<file path="src/rtl/layer_sequencer.sv">
`default_nettype none
// ============================================================================
// Module   : layer_sequencer
// Purpose  : Top-level sequencer for the layered CNN datapath. Runs a
//            weight-load phase, then enables NUM_LAYERS chained layer blocks
//            from their ready/stall handshakes until the last layer finishes.
//            Supports continuous multi-frame operation, optional reload per
//            frame, abort, a run watchdog and a completed-frame counter.
//            All registers update on the falling clock edge so that outputs
//            are stable when the layers sample them on the rising edge.
// Ports    : clk, rst_n (async, active-low)
//            en          - run request (level); low pauses LOAD/RUN
//            continuous  - auto-start next frame after done while en is high
//            abort       - synchronous return to IDLE
//            ready/stall - per-layer output-valid / output-paused flags
//            load_weight - weight-load strobe
//            layer_en    - per-layer enables
//            busy        - high in LOAD or RUN
//            done        - one-cycle pulse per completed frame
//            error       - watchdog expired, sticky until IDLE
//            frame_count - completed frames since reset (wraps)
// Revision : 1.0 - initial release
// ============================================================================
module layer_sequencer #(
    parameter int NUM_LAYERS        = 3,
    parameter int LOAD_CYCLES       = 906,
    parameter int TIMEOUT_CYCLES    = 0,
    parameter int RELOAD_EACH_FRAME = 0
) (
    input  logic                  clk,
    input  logic                  rst_n,
    input  logic                  en,
    input  logic                  continuous,
    input  logic                  abort,
    input  logic [NUM_LAYERS-1:0] ready,
    input  logic [NUM_LAYERS-1:0] stall,
    output logic                  load_weight,
    output logic [NUM_LAYERS-1:0] layer_en,
    output logic                  busy,
    output logic                  done,
    output logic                  error,
    output logic [15:0]           frame_count
);

    localparam int c_last   = NUM_LAYERS - 1;
    localparam int c_load_w = (LOAD_CYCLES > 1) ? $clog2(LOAD_CYCLES) : 1;
    localparam int c_run_w  = (TIMEOUT_CYCLES > 1) ? $clog2(TIMEOUT_CYCLES) : 1;

    localparam logic [c_load_w-1:0] c_load_last = c_load_w'(LOAD_CYCLES - 1);
    // Watchdog fires on the unpaused RUN edge that completes the last allowed cycle.
    localparam logic [c_run_w-1:0]  c_run_last  =
        (TIMEOUT_CYCLES > 0) ? c_run_w'(TIMEOUT_CYCLES - 1) : '0;

    typedef enum logic [2:0] {
        S_IDLE = 3'd0,
        S_LOAD = 3'd1,
        S_RUN  = 3'd2,
        S_DONE = 3'd3,
        S_ERR  = 3'd4
    } state_t;

    state_t              r_state;
    logic [c_load_w-1:0] r_load_cnt;
    logic [c_run_w-1:0]  r_run_cnt;

    // The last layer's stall flag has no consumer in this sequencer.
    logic w_unused_stall;
    assign w_unused_stall = stall[c_last];

    always_ff @(negedge clk or negedge rst_n) begin
        if (!rst_n) begin
            r_state     <= S_IDLE;
            r_load_cnt  <= '0;
            r_run_cnt   <= '0;
            load_weight <= 1'b0;
            layer_en    <= '0;
            busy        <= 1'b0;
            done        <= 1'b0;
            error       <= 1'b0;
            frame_count <= 16'd0;
        end else if (abort) begin
            // frame_count deliberately survives an abort.
            r_state     <= S_IDLE;
            r_load_cnt  <= '0;
            r_run_cnt   <= '0;
            load_weight <= 1'b0;
            layer_en    <= '0;
            busy        <= 1'b0;
            done        <= 1'b0;
            error       <= 1'b0;
        end else begin
            done <= 1'b0;
            case (r_state)
                S_IDLE: begin
                    if (en) begin
                        r_state     <= S_LOAD;
                        load_weight <= 1'b1;
                        busy        <= 1'b1;
                        r_load_cnt  <= '0;
                    end
                end

                S_LOAD: begin
                    if (en) begin
                        if (r_load_cnt == c_load_last) begin
                            r_state     <= S_RUN;
                            load_weight <= 1'b0;
                            layer_en    <= NUM_LAYERS'(1);
                            r_run_cnt   <= '0;
                        end else begin
                            r_load_cnt <= r_load_cnt + 1'b1;
                        end
                    end
                end

                S_RUN: begin
                    // Completion outranks the watchdog and a pause.
                    if (ready[c_last]) begin
                        r_state     <= S_DONE;
                        layer_en    <= '0;
                        busy        <= 1'b0;
                        done        <= 1'b1;
                        frame_count <= frame_count + 16'd1;
                    end else if ((TIMEOUT_CYCLES > 0) && en && (r_run_cnt == c_run_last)) begin
                        r_state  <= S_ERR;
                        layer_en <= '0;
                        busy     <= 1'b0;
                        error    <= 1'b1;
                    end else if (en) begin
                        r_run_cnt   <= r_run_cnt + 1'b1;
                        layer_en[0] <= 1'b1;
                        // Middle layers: stall clears, ready sets, else hold.
                        for (int k = 1; k < c_last; k++) begin
                            if (stall[k-1]) begin
                                layer_en[k] <= 1'b0;
                            end else if (ready[k-1]) begin
                                layer_en[k] <= 1'b1;
                            end
                        end
                        layer_en[c_last] <= ready[c_last-1] & stall[c_last-1];
                    end
                end

                S_DONE: begin
                    if (continuous && en) begin
                        busy <= 1'b1;
                        if (RELOAD_EACH_FRAME != 0) begin
                            r_state     <= S_LOAD;
                            load_weight <= 1'b1;
                            r_load_cnt  <= '0;
                        end else begin
                            r_state   <= S_RUN;
                            layer_en  <= NUM_LAYERS'(1);
                            r_run_cnt <= '0;
                        end
                    end else if (!en) begin
                        r_state <= S_IDLE;
                    end
                end

                S_ERR: begin
                    if (!en) begin
                        r_state <= S_IDLE;
                        error   <= 1'b0;
                    end
                end

                default: begin
                    r_state     <= S_IDLE;
                    load_weight <= 1'b0;
                    layer_en    <= '0;
                    busy        <= 1'b0;
                    error       <= 1'b0;
                end
            endcase
        end
    end

endmodule
`default_nettype wire

</file>
<file path="config.mk">
export PLATFORM = sky130hd
export DESIGN_NAME = layer_sequencer
export DESIGN_NICKNAME = d
export VERILOG_FILES = /design/src/rtl/layer_sequencer.sv
export SDC_FILE = /design/constraint.sdc
export NUM_CORES = 1
export LEC_CHECK = 0
export BUFFER_PORTS_ARGS = -buffer_cell sky130_fd_sc_hd__buf_2
export CORE_ASPECT_RATIO = 1.5
export CORE_MARGIN = 5
export CORE_UTILIZATION = 50
export DETAILED_ROUTE_END_ITERATION = 16
export GPL_TIMING_DRIVEN = 0
export PLACE_DENSITY = 0.72
export SETUP_SLACK_MARGIN = 0.02
export SYNTH_ARGS = -nofsm -noshare
export SYNTH_HDL_FRONTEND = slang
export SYNTH_SLANG_ARGS = --single-unit
</file>
<file path="constraint.sdc">
create_clock -name clk -period 2.9 [get_ports clk]
set_input_delay 0.29 -clock clk [delete_from_list [all_inputs] [get_ports clk]]
set_output_delay 0.29 -clock clk [all_outputs]
set_load 0.02 [all_outputs]
</file>
==> key figures <==
Outcome
  • Outcome: finished clean

Setup path
  • Crit-path max FO: 6
  • Critical path startpoint category: input port
  • Crit path largest cell delay: 410 ps
  • Worst Reg-to-Reg Cells: 5
  • R2R Path Start: r_load_cnt[0]
  • Crit. End Element: flop
  • Worst path slowest cell: or3_4
  • Worst Setup Path Type: in -> reg
  • Data required time of the critical path: 1590 ps
  • Worst endpoint data arrival time: 1560 ps
  • R2r setup slk: 630 ps
  • Critical R2R Capture: r_load_cnt[2]
  • Worst path cell trace: buf_12 -> or3_4 -> nor4b_4 -> buf_4 -> nand4_1 -> xnor2_1

Global routing
  • GRT overflow: 0
  • GRT Overall Usage: 0.172
  • Vias in the first global route: 1533
  • First-pass GRT wire length: 6890 um
  • Initial antenna violation count: 0
  • Pin count of the biggest net entering global routing: 36

STA
  • Post-route clock skew: 4.02 ps
  • Setup WS post-layout: 36.6 ps
  • Min Hold Slack: 417 ps
  • Final hold violation count: 0
  • Count of final setup violators: 0
  • Slew Viols, Final: 0
  • Worst Tran Pin Value: 971 ps
  • RSZ-0062 raised after global routing: true
  • Slew HR: 0.347

Logic synthesis
  • Mean Syn Cell Area: 10.7 um^2
  • Cells after Synth: 185
  • Synth top area cells: dfrtn_1 (44%), xnor2_1 (4.4%), and3_1 (4.1%)
  • Sequential share of the synthesized area: 0.444
  • Prevailing post-synth register cell: dfrtn_1
  • Synth Register Bits: 35
  • Synthesized cell area: 1970 um^2
  • Yosys top cell by area: dfrtn_1
  • Yosys top cell area share: 0.444
  • Commonest cells in the netlist: dfrtn_1 (35), and3_1 (13), xnor2_1 (10)
  • Count leader, synth: dfrtn_1
  • Yosys cell types: 54
  • Syn Nets: 199
  • Async SR Flop Fraction: 1.00
  • YS warnings: 0
  • EDFF count, synth: 0

Place
  • Place WS: -416 ps
  • Buffers on Ports: 30
  • Final Wtd Congestion: 0.853
  • Detail Placement HPWL: 2960 um

Clock network
  • H-tree levels: 2
  • CTS buffer count: 5
  • Clock-pin transition on the worst setup and hold timing paths: 50 ps
  • Worst skew pair latency: 290 ps
  • Clock sinks: 35
  • Root Buffer: clkbuf_8
  • CTS Buffer Depth: 2
  • CTS tree: yes

Min path
  • Worst Hold End: frame_count[15]
  • Hold path start: frame_count[15]
  • HP Class: reg -> reg
  • Hold path depth: 1

Route
  • WL/cell: 15.3 um
  • Via density: 5.84
  • Starting DRT DRC Count: 62
  • Antenna-violating nets left: 0
  • Drt pass-1 iters: 4
  • Via count: 1589
  • Drc violations: 0
  • Final WL: 4170 um

Floorplan
  • Total core area: 3890 um^2
  • Die X: 61.3 um
  • Io pins: 34
  • Die height: 87.0 um
  • Die area: 5330 um^2
  • Num rows: 28
  • Effective utilization at floorplan: 0.508

Flow run
  • # Max-Cap Violations: 0

Layout
  • Fill count: 351
  • Share of layout cells above drive strength 1: 0.317
  • Antenna Cells: 0
  • Nets@finish: 240
  • P&R area growth vs syn: 20.8%

Power
  • Total power draw: 1.04 mW
  • Power Density: 437 nW/um^2
  • Max VDD drop: 0.379 mV
  • P_leak: 1.24 nW
## power breakdown
part	internal, mW	switching, mW
registers	0.504	0.00988
clock network	0.216	0.182
logic	0.0547	0.0761
total	0.775	0.268
## critical path, delay by kind of cell
kind | cells | cell delay [ps]
xor+xnor | 1 | 160
buf+inv | 2 | 290
simple gates | 3 | 810
## kinds of logic after synthesis
group,synth area share
and+or+nand+nor,0.270
DFF,0.444
AOI/OAI and AO/OA,0.119
xor gates and xnor gates,0.0710
buffers and inverters,0.0526
muxes,0.0228
adders and majority gates,0.0190
other,0.00190
## layout by cell type (no fill, tap or decap), drive strengths merged, types with 4 or more instances in the layout
cell type and n:
buf 39, dfrtn 35, and3 13, clkbuf 11, xnor2 10, nand2 9
nand4 9, nor2 9, nand3 8, nor4 8, a211o 8, inv 6
xor2 6, mux2 4
## how the worst max path moves through the flow
stage	start	endpoint	slack, ps	cells after the start
2_1_floorplan	abort	frame_count[13]	-270	6
3_3_place_gp	abort	frame_count[13]	-400	6
3_5_place_dp	abort	frame_count[13]	-420	6
4_1_cts	abort	frame_count[9]	20	7
5_1_grt	abort	frame_count[9]	-50	6
6_report	abort	frame_count[9]	40	6
## per-layer routing
metal | up-vias | track usage | wire length [um] | part of all wire
met5 | - | 0 | 0 | 0
met4 | 0 | 0.0611 | 70 | 0.017
met3 | 8 | 0.0415 | 207 | 0.050
met2 | 34 | 0.309 | 2280 | 0.55
met1 | 782 | 0.189 | 1600 | 0.39
li1 | 765 | - | - | -
## area by class of cell
type                       count  area [um^2]  area share
buffer                         8         85.1      0.0357
clock buffer                   7         96.3      0.0404
clock inverter                 1         7.51     0.00315
inverter                       6         22.5     0.00944
multi-input combinational    135         1050       0.441
sequential                    35          876       0.367
tap                           45         56.3      0.0236
timing repair buffer          35          190      0.0797
## flip-flops by register name, summed over array words and instances, names as in the netlist
register,flops
done,1
load_weight,1
busy,1
r_state,3
layer_en,3
r_load_cnt,10
frame_count,16
## timing repair
action                                  CTS  global route
buffers inserted                          4             1
hold endpoints to repair                  0             0
endpoints found under the setup margin    5             8
resized for setup                         2             7
pin swaps                                 3             8
hold buffers                              0             0
## metrics by stage
step / instance area, um^2 / std cells / setup TNS, ps / util
6_report: 2380 / 272 / 0 / 0.613
5_1_grt: 2380 / 272 / -141 / 0.613
4_1_cts: 2350 / 272 / 0 / 0.605
3_5_place_dp: 2210 / 260 / -4960 / 0.568
3_3_place_gp: 2210 / 260 / -4540 / 0.568
2_1_floorplan: 2000 / 185 / -1950 / -
Note: power is estimated with default switching activity, not from simulation.
